==> config.mk <==
export PLATFORM = sky130hd
export DESIGN_NAME = wb_arbiter
export DESIGN_NICKNAME = d
export VERILOG_FILES = /design/src/rtl/wb_arbiter.sv
export SDC_FILE = /design/constraint.sdc
export NUM_CORES = 1
export LEC_CHECK = 0
export CORE_ASPECT_RATIO = 0.8
export CORE_MARGIN = 8
export CORE_UTILIZATION = 53
export DETAILED_ROUTE_END_ITERATION = 8
export HOLD_SLACK_MARGIN = 0.02
export PLACE_DENSITY = 0.79
export REMOVE_ABC_BUFFERS = 1
export SLEW_MARGIN = 10
export SYNTH_ARGS = -nofsm -noshare
export SYNTH_HDL_FRONTEND = slang
export SYNTH_SLANG_ARGS = --single-unit
export TNS_END_PERCENT = 1
==> constraint.sdc <==
create_clock -name clk -period 4.04 [get_ports clk]
set_clock_uncertainty 0.15 [all_clocks]
set_input_delay 0.404 -clock clk [delete_from_list [all_inputs] [get_ports clk]]
set_output_delay 0.404 -clock clk [all_outputs]
set_load 0.02 [all_outputs]
==> src/rtl/wb_arbiter.sv <==
// Write-back arbiter: per-channel result FIFOs drained round-robin onto one register-file write port.
// Optional macro WB_ARB_PERF_EN adds 32-bit write and stall performance counters.
module wb_arbiter #(
    parameter int N_CH   = 2,
    parameter int DEPTH  = 2,
    parameter int ADDR_W = 6,
    parameter int DATA_W = 32
) (
    input  logic                     clk,
    input  logic                     reset,
    input  logic                     flush_in,
    input  logic [N_CH-1:0]          ch_valid,
    output logic [N_CH-1:0]          ch_ready,
    input  logic [N_CH*ADDR_W-1:0]   ch_rd_addr,
    input  logic [N_CH*DATA_W-1:0]   ch_rd_data,
    input  logic [N_CH-1:0]          ch_exc,
    output logic                     rd_wena_WB,
    output logic [ADDR_W-1:0]        rd_addr_WB,
    output logic [DATA_W-1:0]        rd_data_WB,
    output logic [N_CH-1:0]          grant_WB,
    output logic                     exc_WB,
    output logic                     busy
`ifdef WB_ARB_PERF_EN
    ,
    output logic [31:0]              perf_wb_cnt,
    output logic [31:0]              perf_stall_cnt
`endif
);

    localparam int AW    = $clog2(DEPTH);
    localparam int PTR_W = AW + 1;
    localparam int SEL_W = $clog2(N_CH);

    logic [PTR_W-1:0]  r_wrPtr    [N_CH];
    logic [PTR_W-1:0]  r_rdPtr    [N_CH];
    logic [ADDR_W-1:0] r_fifoAddr [N_CH][DEPTH];
    logic [DATA_W-1:0] r_fifoData [N_CH][DEPTH];
    logic              r_fifoExc  [N_CH][DEPTH];
    logic [SEL_W-1:0]  r_lastGrant;

    logic [N_CH-1:0]   w_full;
    logic [N_CH-1:0]   w_empty;
    logic [N_CH-1:0]   w_push;
    logic [N_CH-1:0]   w_pop;
    logic              w_anyReq;
    logic [SEL_W-1:0]  w_sel;
    logic [SEL_W-1:0]  w_cand;
    logic [ADDR_W-1:0] w_headAddr;
    logic [DATA_W-1:0] w_headData;
    logic              w_headExc;

    // The extra pointer MSB distinguishes full from empty when the index bits match.
    always_comb begin
        w_empty = '0;
        w_full  = '0;
        for (int i = 0; i < N_CH; i++) begin
            w_empty[i] = (r_wrPtr[i] == r_rdPtr[i]);
            w_full[i]  = (r_wrPtr[i][AW] != r_rdPtr[i][AW]) &&
                         (r_wrPtr[i][AW-1:0] == r_rdPtr[i][AW-1:0]);
        end
        ch_ready = ~w_full & {N_CH{~flush_in}};
        w_push   = ch_valid & ch_ready;
    end

    // Scan from lowest to highest priority so the last hit is the winner.
    always_comb begin
        w_sel    = r_lastGrant;
        w_cand   = '0;
        w_anyReq = 1'b0;
        for (int k = N_CH; k >= 1; k--) begin
            w_cand = SEL_W'((int'(r_lastGrant) + k) % N_CH);
            if (!w_empty[w_cand]) begin
                w_sel    = w_cand;
                w_anyReq = 1'b1;
            end
        end
        w_pop = '0;
        if (w_anyReq && !flush_in) begin
            w_pop[w_sel] = 1'b1;
        end
        w_headAddr = r_fifoAddr[w_sel][r_rdPtr[w_sel][AW-1:0]];
        w_headData = r_fifoData[w_sel][r_rdPtr[w_sel][AW-1:0]];
        w_headExc  = r_fifoExc[w_sel][r_rdPtr[w_sel][AW-1:0]];
    end

    always_ff @(posedge clk) begin
        for (int i = 0; i < N_CH; i++) begin
            if (w_push[i]) begin
                r_fifoAddr[i][r_wrPtr[i][AW-1:0]] <= ch_rd_addr[i*ADDR_W +: ADDR_W];
                r_fifoData[i][r_wrPtr[i][AW-1:0]] <= ch_rd_data[i*DATA_W +: DATA_W];
                r_fifoExc[i][r_wrPtr[i][AW-1:0]]  <= ch_exc[i];
            end
        end
    end

    always_ff @(posedge clk) begin
        if (reset || flush_in) begin
            for (int i = 0; i < N_CH; i++) begin
                r_wrPtr[i] <= '0;
                r_rdPtr[i] <= '0;
            end
        end else begin
            for (int i = 0; i < N_CH; i++) begin
                if (w_push[i]) begin
                    r_wrPtr[i] <= r_wrPtr[i] + PTR_W'(1);
                end
                if (w_pop[i]) begin
                    r_rdPtr[i] <= r_rdPtr[i] + PTR_W'(1);
                end
            end
        end
    end

    // Address 0 is the hardwired zero register, so writes to it are dropped like exceptions.
    always_ff @(posedge clk) begin
        if (reset) begin
            rd_wena_WB  <= 1'b0;
            rd_addr_WB  <= '0;
            rd_data_WB  <= '0;
            grant_WB    <= '0;
            exc_WB      <= 1'b0;
            r_lastGrant <= SEL_W'(N_CH - 1);
        end else if (flush_in || !w_anyReq) begin
            rd_wena_WB <= 1'b0;
            grant_WB   <= '0;
            exc_WB     <= 1'b0;
        end else begin
            rd_wena_WB  <= !w_headExc && (w_headAddr != '0);
            rd_addr_WB  <= w_headAddr;
            rd_data_WB  <= w_headData;
            grant_WB    <= w_pop;
            exc_WB      <= w_headExc;
            r_lastGrant <= w_sel;
        end
    end

    assign busy = ~&w_empty;

`ifdef WB_ARB_PERF_EN
    logic w_stall;
    assign w_stall = |(ch_valid & ~ch_ready);

    always_ff @(posedge clk) begin
        if (reset) begin
            perf_wb_cnt    <= '0;
            perf_stall_cnt <= '0;
        end else begin
            if (rd_wena_WB) begin
                perf_wb_cnt <= perf_wb_cnt + 32'd1;
            end
            if (w_stall) begin
                perf_stall_cnt <= perf_stall_cnt + 32'd1;
            end
        end
    end
`else
    // Counters compiled out; the datapath above is unaffected.
`endif

endmodule

== Word-level counts from Yosys, hierarchy flattened ==
Memory sizes are Yosys's and may differ from the RTL's.
Index checks and enable logic that the tools add are counted.
Widths: inputs -> output; s select.

* Add/sub/neg operators: 6
* Multiply operators: 0
* Div/mod/pow operators: 0
* $lt $le $gt $ge: 9
* Eq/ne operators: 6
* Shifts and indexed selects: 0
* Multiplexer cells: 56
* Bitwise gates (word level): 11
* Reductions and logical operators: 16

{| class="wikitable"
|+ Operators by type and width
! cell !! count
|-
| $mux 32 || 5
|-
| $mux 64 || 2
|-
| $demux 32 s1 || 2
|-
| $mux 6 || 5
|-
| $mux 1 || 28
|-
| $mux 12 || 2
|-
| $mux 2 || 7
|-
| $demux 6 s1 || 2
|-
| $add 2x1->2 const B || 4
|-
| $logic_and 1x1->1 || 7
|-
| $ge 2x2->1 const B || 3
|-
| $lt 1x2->1 const B || 3
|-
| $not 1->2 || 3
|-
| $reduce_bool 6->1 || 1
|-
| $and 2x2->2 || 2
|-
| $eq 2x2->1 || 2
|-
| $logic_not 1->1 || 4
|-
| $lt 2x1->1 const B || 2
|-
| $or 1x1->1 || 4
|-
| $demux 1 s1 || 3
|-
| $add 1x1->1 const B || 2
|-
| $eq 1x1->1 || 2
|-
| $logic_or 1x1->1 || 2
|-
| $ne 1x1->1 || 2
|-
| other kinds (5) || 5
|}

* Register bits: 43
* Latch bits: 0
* Bits in writable memories: 164
* Memory bits (read-only): 0
* Bits of input ports: 83
* Output and inout bits: 45
* Word-level logic and storage cells: 115
* Memories: 5

{| class="wikitable"
|+ Memory list
! memory !! depth !! width !! rd ports !! clocked after memory_dff !! wr ports !! line !! source
|-
| r_fifoData || 2 || 64 || 1 || 0 || 2 || 37 || <nowiki>logic [DATA_W-1:0] r_fifoData [N_CH][DEPTH];</nowiki>
|-
| r_fifoAddr || 2 || 12 || 1 || 0 || 2 || 36 || <nowiki>logic [ADDR_W-1:0] r_fifoAddr [N_CH][DEPTH];</nowiki>
|-
| r_fifoExc || 2 || 2 || 1 || 0 || 2 || 38 || <nowiki>logic r_fifoExc [N_CH][DEPTH];</nowiki>
|-
| r_rdPtr || 2 || 2 || 3 || 0 || 2 || 35 || <nowiki>logic [PTR_W-1:0] r_rdPtr [N_CH];</nowiki>
|-
| r_wrPtr || 2 || 2 || 2 || 0 || 2 || 34 || <nowiki>logic [PTR_W-1:0] r_wrPtr [N_CH];</nowiki>
|}

== Depth between registers and ports, before layout ==
* Word-level depth: 14
* Gate-level depth with buffers: 6
* Gate-level depth less buffers: 4

== Worst setup path before layout ==
Ideal clock, no wire load.

* Path type: register to register
* From: memory r_wrPtr[0][3] (netlist name)
* To: memory r_fifoAddr[1][10] (netlist name), enable pin
* Library setup time: 0.435 ns
* Data arrival time: 2.664 ns
* Required time: 3.455 ns
* Setup slack: 0.791 ns
* Stages on the path, launching flop included: 4
* Path buffers: 0
* Clock period less this slack: 3.249 ns
* Cell sequence: edfxtp_1 xnor2_1 o211ai_1 nor2_1

{| class="wikitable"
|+ RTL lines
! what !! line
|-
| start: declaration || 34
|-
| end: declaration || 36
|}

==> flow_summary.yaml <==
routing:
  drt_pre_antenna_iters: 6
  via_per_inst: 5.926
  ant_nets: 0
  wl_per_cell_um: 22.09
  drt_iter0_drc: 513
  wl_um: 17650
  drc: 0
  num_vias: 4735
die:
  die-area_um2: 18850
  io_pins: 128
  die_w_um: 151.5
  initial_core_util: 0.5428
  coreArea_um2: 14350
  chipHeight_um: 124.4
  rows: 39
sta:
  fin_crit_sh: 0.7105
  min_period_ps: 2871
  whs_ps: 323.9
  final_hold_viol_count: 0
  slew_violations: 0
  tightest_slew_ps: 1015
  max_freq_ghz: 0.3484
  rsz0062_at_grt: "no"
  finalSetupTns_ps: 0
  setup_viol: 0
  max_slew_margin: 0.3235
clock_tree:
  cts_buffer_depth: 3
  clkSlewWorstSetupHoldPaths_ps: 60
  cts_buffers: 20
  cts_sinks: 207
  cts_tree: "built"
  insertion_delay_ps: 490
  htree_num_levels: 1
  cts_hold_buf: 0
  cts-root-buf: "clkbuf_16"
  post_cts_buffers: 0
  cts_resized: 0
worst_setup_path:
  r2r-end: "rd_data_WB[24]"
  max_stage_delay_ps: 570
  critPathCaptureType: "output pin"
  crit_path_max_fanout: 6
  cp_num_buf_inv: 1
  r2r_cells: 5
  crit-reg2reg-launch: "r_wrPtr[0][2]"
  crit_family: "buffers and inverters"
  arrival_ps: 2320
  r2r_slack_ps: 1430
  path_cells: "xor2_1 -> nor2_1 -> nand2_1 -> clkdlybuf4s50_1"
  worst-setup-path-type: "reg2out"
  cp_slowest_cell: "clkdlybuf4s50_1"
  crit_required_ps: 3490
  cp-start-kind: "flop"
cells_and_area:
  finalInstanceArea_um2: 9910
  area.growth.synth_to_final_pct: 27.25
  final_nets: 684
  antenna_cells: 0
  drive_gt1_frac: 0.09593
  postLayoutCoreUtil: 0.6907
placement:
  port_buffers: 127
  gp_congestion: 0.8809
  dpl.hpwl_um: 11320
  placed_area_um2: 9226
yosys:
  synthMuxAreaShare: 0.09656
  syn_inst: 471
  synth_top_family_by_area: "multiplexers"
  syn_area_per_cell_um2: 16.53
  synth_ff_type: "edfxtp_1"
  ys_seq_area_frac: 0.7429
  synth_most_common_cell: "edfxtp_1"
  synthArstFlopShare: 0
  synthesis.area_um2: 7787
  synthTopCellsByCount: "edfxtp_1 (164), mux2i_1 (65), dfxtp_1 (43)"
  synth.top_cell.area_share: 0.6324
  yosys.area_share.xor_xnor: 0.01542
  synth-simple-area-share: 0.04772
  synth_edf_count: 164
  synth-compound-area-share: 0.07600
  yosys-top-cells-area: "edfxtp_1 (63%), dfxtp_1 (11%), mux2i_1 (8.4%)"
  yosysWarningCount: 0
  synth_fa_ha_area_frac: 0
  synth_cell_types: 39
  synth_top_cell_by_area: "edfxtp_1"
  synth-seq-cells: 207
worst_hold_path:
  min_from: "rd_data_WB[2]"
  holdPathStages: 2
  whs_endpoint: "rd_data_WB[2]"
  hp-class: "reg2reg"
run:
  maxCapViolations: 0
status:
  outcome: "finished clean"
power:
  peakVddDrop_v: 0.0006514
  leakage_nw: 3.417
  power_per_cell_area_nw_per_um2: 707.6
global_route:
  grt_pass1_wl_um: 26820
  track_usage: 0.1817
  grt_max_degree: 48
  grt_pass1_vias: 4817
  antenna_found_initial: 0
  grt_remaining_overflow: 0
==> how the worst max path moves through the flow <==
stage | start | end | slack [ps] | depth (start not counted)
2_1_floorplan | r_rdPtr[0][0] | r_fifoAddr[0][10] | -260 | 3
3_3_place_gp | flush_in | r_fifoData[0][45] | 1270 | 5
3_5_place_dp | flush_in | r_fifoData[0][50] | 1210 | 5
4_1_cts | r_wrPtr[0][0] | busy | 1170 | 4
5_1_grt | r_wrPtr[0][0] | busy | 1070 | 4
6_report | r_wrPtr[0][0] | busy | 1170 | 4
==> cells in the final DEF (no fill, tap or decap), types with 2 or more instances in the layout <==
cell             count
mux2_2               9
nor2_1              15
inv_1                4
edfxtp_1           164
xnor2_2              2
o21ai_0              3
o211ai_1             2
o32ai_1              5
clkdlybuf4s50_1    127
nor2_4               2
clkbuf_16           21
mux2i_1             65
nor2b_1              4
and3_2               2
clkbuf_1             6
clkinv_2             2
dfxtp_1             43
nor4_1               2
a222oi_1            32
nor3_2               2
a21oi_1              6
nor3_1              10
xnor2_1              6
clkinv_1             2
buf_4                8
xor2_1               4
clkbuf_8             2
a221oi_1             4
a22oi_1              2
bufinv_16            3
nand2_1             42
==> cell families (layout without fill, tap and decap cells) <==
kind of cell    after synthesis  count (layout)
compound gates               64              64
flops                       207             207
simple gates                 83              83
mux                          74              74
xor+xnor                     12              12
buf+inv                      31             175
==> routing by layer <==
layer,wire [um],global-route usage,vias up
li1,-,-,2130
met2,8250,0.2824,257
met4,261,0.03740,0
met3,1889,0.04503,24
met1,7248,0.2544,2324
met5,0,0,-
==> registers in the layout, indices dropped and copies added (netlist names) <==
name         flops
r_fifoExc        4
rd_data_WB      32
exc_WB           1
r_lastGrant      1
r_fifoData     128
r_rdPtr          4
r_fifoAddr      24
grant_WB         2
rd_addr_WB       6
r_wrPtr          4
rd_wena_WB       1
==> per-stage QoR <==
step           instances  setup slack, ps  power, mW
3_3_place_gp         763             1270      5.046
3_5_place_dp         763             1210      5.108
4_1_cts              799             1173      7.044
6_report             799             1169      7.012
5_1_grt              799             1071      7.292
2_1_floorplan        444           -256.1      4.199
==> where the power goes <==
group          internal, mW  switching, mW
clock network          1.18          0.748
logic                 0.924           1.24
registers              2.70          0.212
==> tightest hold or removal path: cells and delay by family, from the launching register on <==
| family | cells | cell delay, ps |
|---|---|---|
| flops | 1 | 310 |
| simple gates | 1 | 60 |
| compound gates | 1 | 50 |
==> final cells by class <==
type                            instances  area, um^2
Sequential cell                       207        5786
Tap cell                              184       230.2
Fill cell                             952        4437
Inverter                                4       15.01
Timing Repair Buffer                  135        1331
Clock buffer                           29       575.6
Clock inverter                          7       107.6
Multi-Input combinational cell        233        1864
Note: power is estimated with default switching activity, not from simulation.
